File: src/rtl/main_stream_sched_if.sv
// Handshake and job-control bundle between the host streams, the Coriolis kernel
// and the run controller. The scheduler takes the slave view.
interface main_stream_sched_if #(
   parameter int NW = 32
);
   logic          start;
   logic [NW-1:0] nelem;
   logic          busy;
   logic          done;
   logic          err;
   logic [NW-1:0] cyc_cnt;
   logic          src_valid;
   logic          src_ready;
   logic          k_ivalid;
   logic          k_iready;
   logic          k_ovalid;
   logic          k_oready;
   logic          snk_valid;
   logic          snk_ready;

   modport slave (
      input  start, nelem, src_valid, k_iready, k_ovalid, snk_ready,
      output busy, done, err, cyc_cnt, src_ready, k_ivalid, k_oready, snk_valid
   );

   modport master (
      output start, nelem, src_valid, k_iready, k_ovalid, snk_ready,
      input  busy, done, err, cyc_cnt, src_ready, k_ivalid, k_oready, snk_valid
   );
endinterface

File: src/rtl/main_stream_sched.sv
// Run controller for the Coriolis stream kernel: sequences one N-element job,
// bounds in-flight elements with a credit counter and flags spurious outputs.
module main_stream_sched #(
   parameter int NW          = 32,
   parameter int MAXINFLIGHT = 16,
   parameter int IFW         = 5
) (
   input  logic                 clk,
   input  logic                 rst,
   main_stream_sched_if.slave   bus
);

   typedef enum logic [1:0] {IDLE, RUN, DRAIN, DONE} state_t;

   state_t          state;
   logic [NW-1:0]   n;
   logic [NW-1:0]   in_cnt;
   logic [NW-1:0]   out_cnt;
   logic [IFW-1:0]  inflight;

   logic in_gate, out_gate, credit_ok;
   logic in_acc, out_acc, in_last, out_last;
   logic inc, dec, err_set;

   assign in_gate   = (state == RUN);
   assign out_gate  = (state == RUN) || (state == DRAIN);
   assign credit_ok = (inflight < IFW'(MAXINFLIGHT));

   assign bus.k_ivalid  = in_gate & bus.src_valid & credit_ok;
   assign bus.src_ready = in_gate & bus.k_iready & credit_ok;
   assign bus.snk_valid = out_gate & bus.k_ovalid;
   assign bus.k_oready  = out_gate & bus.snk_ready;

   assign in_acc   = in_gate & bus.src_valid & bus.k_iready & credit_ok;
   assign out_acc  = out_gate & bus.k_ovalid & bus.snk_ready;
   assign in_last  = in_acc && ((in_cnt + NW'(1)) == n);
   assign out_last = out_acc && ((out_cnt + NW'(1)) == n);

   // Credit is only returned for elements actually counted as in flight.
   assign inc     = in_acc;
   assign dec     = out_acc && (inflight != '0);
   assign err_set = bus.k_ovalid && (!out_gate || (inflight == '0));

   always_ff @(posedge clk) begin
      if (rst) begin
         state       <= IDLE;
         n           <= '0;
         in_cnt      <= '0;
         out_cnt     <= '0;
         inflight    <= '0;
         bus.busy    <= 1'b0;
         bus.done    <= 1'b0;
         bus.err     <= 1'b0;
         bus.cyc_cnt <= '0;
      end else begin
         bus.done <= 1'b0;
         bus.err  <= bus.err | err_set;
         case (state)
            IDLE: begin
               if (bus.start) begin
                  in_cnt      <= '0;
                  out_cnt     <= '0;
                  inflight    <= '0;
                  bus.cyc_cnt <= '0;
                  bus.err     <= err_set;
                  if (bus.nelem == '0) begin
                     state    <= DONE;
                     bus.done <= 1'b1;
                  end else begin
                     n        <= bus.nelem;
                     state    <= RUN;
                     bus.busy <= 1'b1;
                  end
               end
            end
            RUN, DRAIN: begin
               if (in_acc) in_cnt <= in_cnt + NW'(1);
               if (out_acc && (out_cnt != n)) out_cnt <= out_cnt + NW'(1);
               if (inc && !dec) inflight <= inflight + IFW'(1);
               else if (dec && !inc) inflight <= inflight - IFW'(1);
               if (bus.cyc_cnt != '1) bus.cyc_cnt <= bus.cyc_cnt + NW'(1);
               if ((state == RUN && in_last && out_last) ||
                   (state == DRAIN && out_last)) begin
                  state    <= DONE;
                  bus.busy <= 1'b0;
                  bus.done <= 1'b1;
               end else if (state == RUN && in_last) begin
                  state <= DRAIN;
               end
            end
            DONE: state <= IDLE;
            default: state <= IDLE;
         endcase
      end
   end

endmodule

File: src/flat_wrapper.sv
// flat-port wrapper written by rule: the top's interface ports become plain ports
module main_stream_sched_flat 
#(
   parameter int NW          = 32,
   parameter int MAXINFLIGHT = 16,
   parameter int IFW         = 5
)
  (clk, rst, bus_start, bus_nelem, bus_src_valid, bus_k_iready, bus_k_ovalid, bus_snk_ready, bus_busy, bus_done, bus_err, bus_cyc_cnt, bus_src_ready, bus_k_ivalid, bus_k_oready, bus_snk_valid);
  main_stream_sched_if #(.NW(NW)) bus_i ();
  input  logic clk;
  input  logic rst;
  input wire logic [$bits(bus_i.start)-1:0] bus_start;
  input wire logic [$bits(bus_i.nelem)-1:0] bus_nelem;
  input wire logic [$bits(bus_i.src_valid)-1:0] bus_src_valid;
  input wire logic [$bits(bus_i.k_iready)-1:0] bus_k_iready;
  input wire logic [$bits(bus_i.k_ovalid)-1:0] bus_k_ovalid;
  input wire logic [$bits(bus_i.snk_ready)-1:0] bus_snk_ready;
  output wire logic [$bits(bus_i.busy)-1:0] bus_busy;
  output wire logic [$bits(bus_i.done)-1:0] bus_done;
  output wire logic [$bits(bus_i.err)-1:0] bus_err;
  output wire logic [$bits(bus_i.cyc_cnt)-1:0] bus_cyc_cnt;
  output wire logic [$bits(bus_i.src_ready)-1:0] bus_src_ready;
  output wire logic [$bits(bus_i.k_ivalid)-1:0] bus_k_ivalid;
  output wire logic [$bits(bus_i.k_oready)-1:0] bus_k_oready;
  output wire logic [$bits(bus_i.snk_valid)-1:0] bus_snk_valid;
  assign bus_i.start = bus_start;
  assign bus_i.nelem = bus_nelem;
  assign bus_i.src_valid = bus_src_valid;
  assign bus_i.k_iready = bus_k_iready;
  assign bus_i.k_ovalid = bus_k_ovalid;
  assign bus_i.snk_ready = bus_snk_ready;
  assign bus_busy = bus_i.busy;
  assign bus_done = bus_i.done;
  assign bus_err = bus_i.err;
  assign bus_cyc_cnt = bus_i.cyc_cnt;
  assign bus_src_ready = bus_i.src_ready;
  assign bus_k_ivalid = bus_i.k_ivalid;
  assign bus_k_oready = bus_i.k_oready;
  assign bus_snk_valid = bus_i.snk_valid;
  main_stream_sched #(.NW(NW), .MAXINFLIGHT(MAXINFLIGHT), .IFW(IFW)) u_core (.clk(clk), .rst(rst), .bus(bus_i));
endmodule
File: config.mk
export PLATFORM = sky130hd
export DESIGN_NAME = main_stream_sched_flat
export DESIGN_NICKNAME = d
export VERILOG_FILES = /design/src/rtl/main_stream_sched_if.sv /design/src/rtl/main_stream_sched.sv /design/src/flat_wrapper.sv
export SDC_FILE = /design/constraint.sdc
export NUM_CORES = 1
export LEC_CHECK = 0
export BUFFER_PORTS_ARGS = -buffer_cell sky130_fd_sc_hd__buf_4
export CAP_MARGIN = 20
export CORE_MARGIN = 4
export CORE_UTILIZATION = 25
export CTS_BUF_LIST = sky130_fd_sc_hd__clkbuf_8 sky130_fd_sc_hd__clkbuf_16
export DETAILED_ROUTE_END_ITERATION = 8
export RECOVER_POWER = 50
export SLEW_MARGIN = 10
export SYNTH_ARGS = -nofsm -noshare
export SYNTH_HDL_FRONTEND = slang
export SYNTH_SLANG_ARGS = --single-unit
File: constraint.sdc
create_clock -name clk -period 6.3 [get_ports clk]
set_input_delay 1.89 -clock clk [delete_from_list [all_inputs] [get_ports clk]]
set_output_delay 1.89 -clock clk [all_outputs]
set_load 0.01 [all_outputs]
==> results.md <==
- Status: complete, but fails checks
- Failing checks: max-capacitance violations, max-slew violations
- H-tree levels: 4
- Final core occ: about 30%
- Synth cell types: 69
- Routed WL per cell: ~16 µm
- WP data arrival: 5.11 ns
- Worst-path maximum fanout: 57
- Post-CTS resize count: 0
- Switching share of power: 38.6%
- Net Switching: ~0.0012 W
- WL final: 26.0 mm
- Hold EP: u_core.bus.cyc_cnt[5]$_SDFFE_PP0P_
- Die area: 37500 µm²
- Hold Crit Class: reg2reg
- Chip Height: just under 200 µm
- Mean Syn Cell Area: 7.77 µm²
- Setup-failing EPs final: 0
- GRT Overall Usage: 13.4%
- IO buf count: 77
- Min-delay src: u_core.bus.cyc_cnt[5]$_SDFFE_PP0P_
- Int Pwr: approximately 0.0020 W
- Fin crit period: 4.79 ns
- RSZ-0062 raised after global routing: false
- CTS Hold Bufs: 0
- Sequential share of power: 32.8%
- Antenna diodes: 0
- Pwr Density: 320 nW/µm²
- CTS Sinks: 138
- Syn Nets: 1159
- Async SR Flop Fraction: 0%
- Post-synth EDFFs: 0
- Synth Register Bits: 138
- Clock Skew: 0.00923 ns
- Cell Area, Synth: 8620 µm²
- Ys Warns: 0
- Area Overhead vs Synth: 16.1%
- Clk slew on worst S/H paths: approximately 0.07 ns
- Register area share after synthesis: 32.1%
- Hold Fails Final Rpt: 0
- Drt first pass iters: 5
- Antenna violations before repair: 0
- Num CTS Buffers: 17
- Placer Congestion: 0.893
- CTS max path bufs: 2
- Worst reg2reg path depth: 10
- Reg2Reg Setup Slack: 1.51 ns
- Grt total ovfl: 0
- FMAX: between 0.2 and 0.25 GHz
- Nets: between 1000 and 1500
- Post-Synthesis Cells: 1109
- Worst-skew pair later-pin latency: 0.43 ns
- CP Launch Type: flip-flop
- CTS tree: yes
- Post-route clock period utilization: 76.1%
- First-pass GRT wire length: 41.1 mm
- Leakage: 3.53 nW
- Number of routed nets with antenna violations: 0
- Core Region: ~34000 µm²
- Vias: 8090
- Root Buffer: clkbuf_16
- DRC Markers: 0
- Worst EP required: 6.61 ns
- Post-CTS Setup Repair Bufs: 0
- Reg2reg end: u_core.out_cnt[13]$_SDFFE_PP0P_
- Worst hold path depth: 2
- I/O Pins: 78
- Critical Path Start: u_core.state[0]$_SDFFE_PP0P_
- Clk network pwr share: 32.4%
- Dominant synthesized flop cell: dfxtp_1
- Worst Max-Slew Pin Slew: around 2.6 ns
- Drt first-iter violations: 544
- Layout cells sized above 1: 9.13%
- Comb power frac: 34.8%
- Via density: 5.03
- Die width: between 150 and 200 µm
- Critical R2R Launch: u_core.state[0]$_SDFFE_PP0P_
- Max cap viols: 2
- Vias in the first global route: 7448
- Setup TNS Final: 0 ns
- CP Class: reg2reg
- Max-slew violation count: 98
- Starting Density: 25.5%
- Slew margin rel.: -72.1%
- CP Capture Type: flip-flop
- Pin count of the biggest net entering global routing: 58
- Placed wire-length estimate: 19.2 mm
- Max VDD drop: 219 µV
- FP Rows: between 60 and 70
## per-stage QoR
step           cell area (µm²)  setup WS, ns  power [W]  hold slack [ns]  instances
6_report                 10000          1.51    0.00320            0.500       1609
5_1_grt                  10000         0.924    0.00339            0.525       1609
3_5_place_dp              9570          1.37    0.00218            0.491       1576
3_3_place_gp              9570          1.44    0.00216            0.486       1576
4_1_cts                  10200          1.83    0.00323            0.503       1608
2_1_floorplan             8620          2.33    0.00183            0.464       1109
## layout by cell type, fill, tap and decap left out, types with 5 or more instances in the layout
cell / count
nor2b_1: 8
nor3b_1: 9
nand2_1: 113
clkbuf_16: 17
xnor2_1: 89
mux2i_1: 35
nand2b_1: 7
nor3_1: 41
nand3_1: 44
and4_1: 10
or3_1: 14
buf_4: 45
a211oi_1: 6
clkbuf_1: 42
a31oi_1: 7
xor2_1: 61
a21oi_1: 59
inv_1: 22
nand4_1: 38
nor2_1: 158
o21ai_0: 33
and3_1: 17
inv_6: 6
nor4_1: 29
or4_1: 7
ha_1: 10
dfxtp_1: 138
o21a_1: 5
and2_1: 10
## final cells by class
cell class / count / area (µm²)
repair buffers: 88 / 500
multi-input cells: 881 / 5500
clock buffers: 18 / 439
clock inverters: 14 / 160
well taps: 448 / 561
fillers: 3622 / 23800
inverters: 22 / 82.6
flip-flops and latches: 138 / 2760
## power groups by stage
stage                     Clock (W)  Combinational (W)  Sequential (W)
after floorplan                   0           0.000808         0.00102
after global placement            0            0.00110         0.00106
after detailed placement          0            0.00111         0.00107
after CTS                   0.00106            0.00112         0.00105
after global routing        0.00110            0.00123         0.00106
final                       0.00104            0.00111         0.00105
## flip-flops by register name, summed over array words and instances (netlist names)
| signal | flops |
|---|---|
| u_core.inflight | 5 |
| u_core.bus.busy | 1 |
| u_core.in_cnt | 32 |
| u_core.out_cnt | 32 |
| u_core.n | 32 |
| u_core.bus.err | 1 |
| u_core.state | 2 |
| u_core.bus.done | 1 |
| u_core.bus.cyc_cnt | 32 |
## routing by layer
layer | part of all wire [%] | routed length (µm) | vias up | global-route usage, %
li1 | - | - | 3970 | -
met1 | 49 | 12700 | 3844 | 19.3
met2 | 43 | 11200 | 239 | 19.9
met3 | 5.8 | 1510 | 37 | 2.59
met4 | 2.5 | 659 | 0 | 4.85
met5 | 0 | 0 | - | 0
## synth_stat cells (all sizes together) (5+ instances only)
library cell | instances | area share (%)
nor2 | 158 | 6.9
dfxtp | 138 | 32
nand2 | 113 | 4.9
xnor2 | 89 | 9.0
xor2 | 61 | 6.2
a21oi | 60 | 3.5
clkbuf | 48 | 2.1
nand3 | 46 | 2.9
nand4 | 41 | 3.4
nor3 | 41 | 2.4
mux2i | 35 | 4.1
o21ai | 35 | 2.1
nor4 | 33 | 2.8
inv | 22 | 0.96
buf | 20 | 1.0
and3 | 17 | 1.2
or3 | 14 | 1.0
and2 | 11 | 0.80
and4 | 10 | 1.0
ha | 10 | 1.5
nor3b | 9 | 0.78
nor2b | 8 | 0.58
or4 | 8 | 0.74
a31oi | 7 | 0.51
nand2b | 7 | 0.51
a211oi | 6 | 0.52
o21a | 5 | 0.44
## worst max-delay path by stage
stage	endpoint	slack [ns]	depth (start not counted)
after floorplan	bus_snk_valid	2.33	1
after global placement	u_core.n[19]$_SDFFE_PP0P_	1.44	8
after detailed placement	u_core.n[16]$_SDFFE_PP0P_	1.37	8
after CTS	u_core.n[16]$_SDFFE_PP0P_	1.83	8
after global routing	u_core.out_cnt[23]$_SDFFE_PP0P_	0.92	9
final	u_core.out_cnt[13]$_SDFFE_PP0P_	1.51	10
## logic make-up after synthesis
logic type / after synthesis / synth area share (%)
compound gates: 153 / 11.1
xor+xnor: 150 / 15.2
fa+ha+maj: 11 / 1.68
buf+inv: 90 / 4.14
flops: 138 / 32.1
mux: 38 / 4.46
simple gates: 529 / 31.3
## critical path, cell delays in order, from the launching register on
cell and delay [ns]:
dfxtp_1 0.36, inv_1 0.09, ha_1 0.36, clkbuf_1 0.84, inv_1 0.21, buf_4 0.29, nand2_1 0.20, o21bai_1 0.17
clkbuf_1 1.85, a41o_1 0.21, nor2_1 0.06
Note: power is estimated with default switching activity, not from simulation.
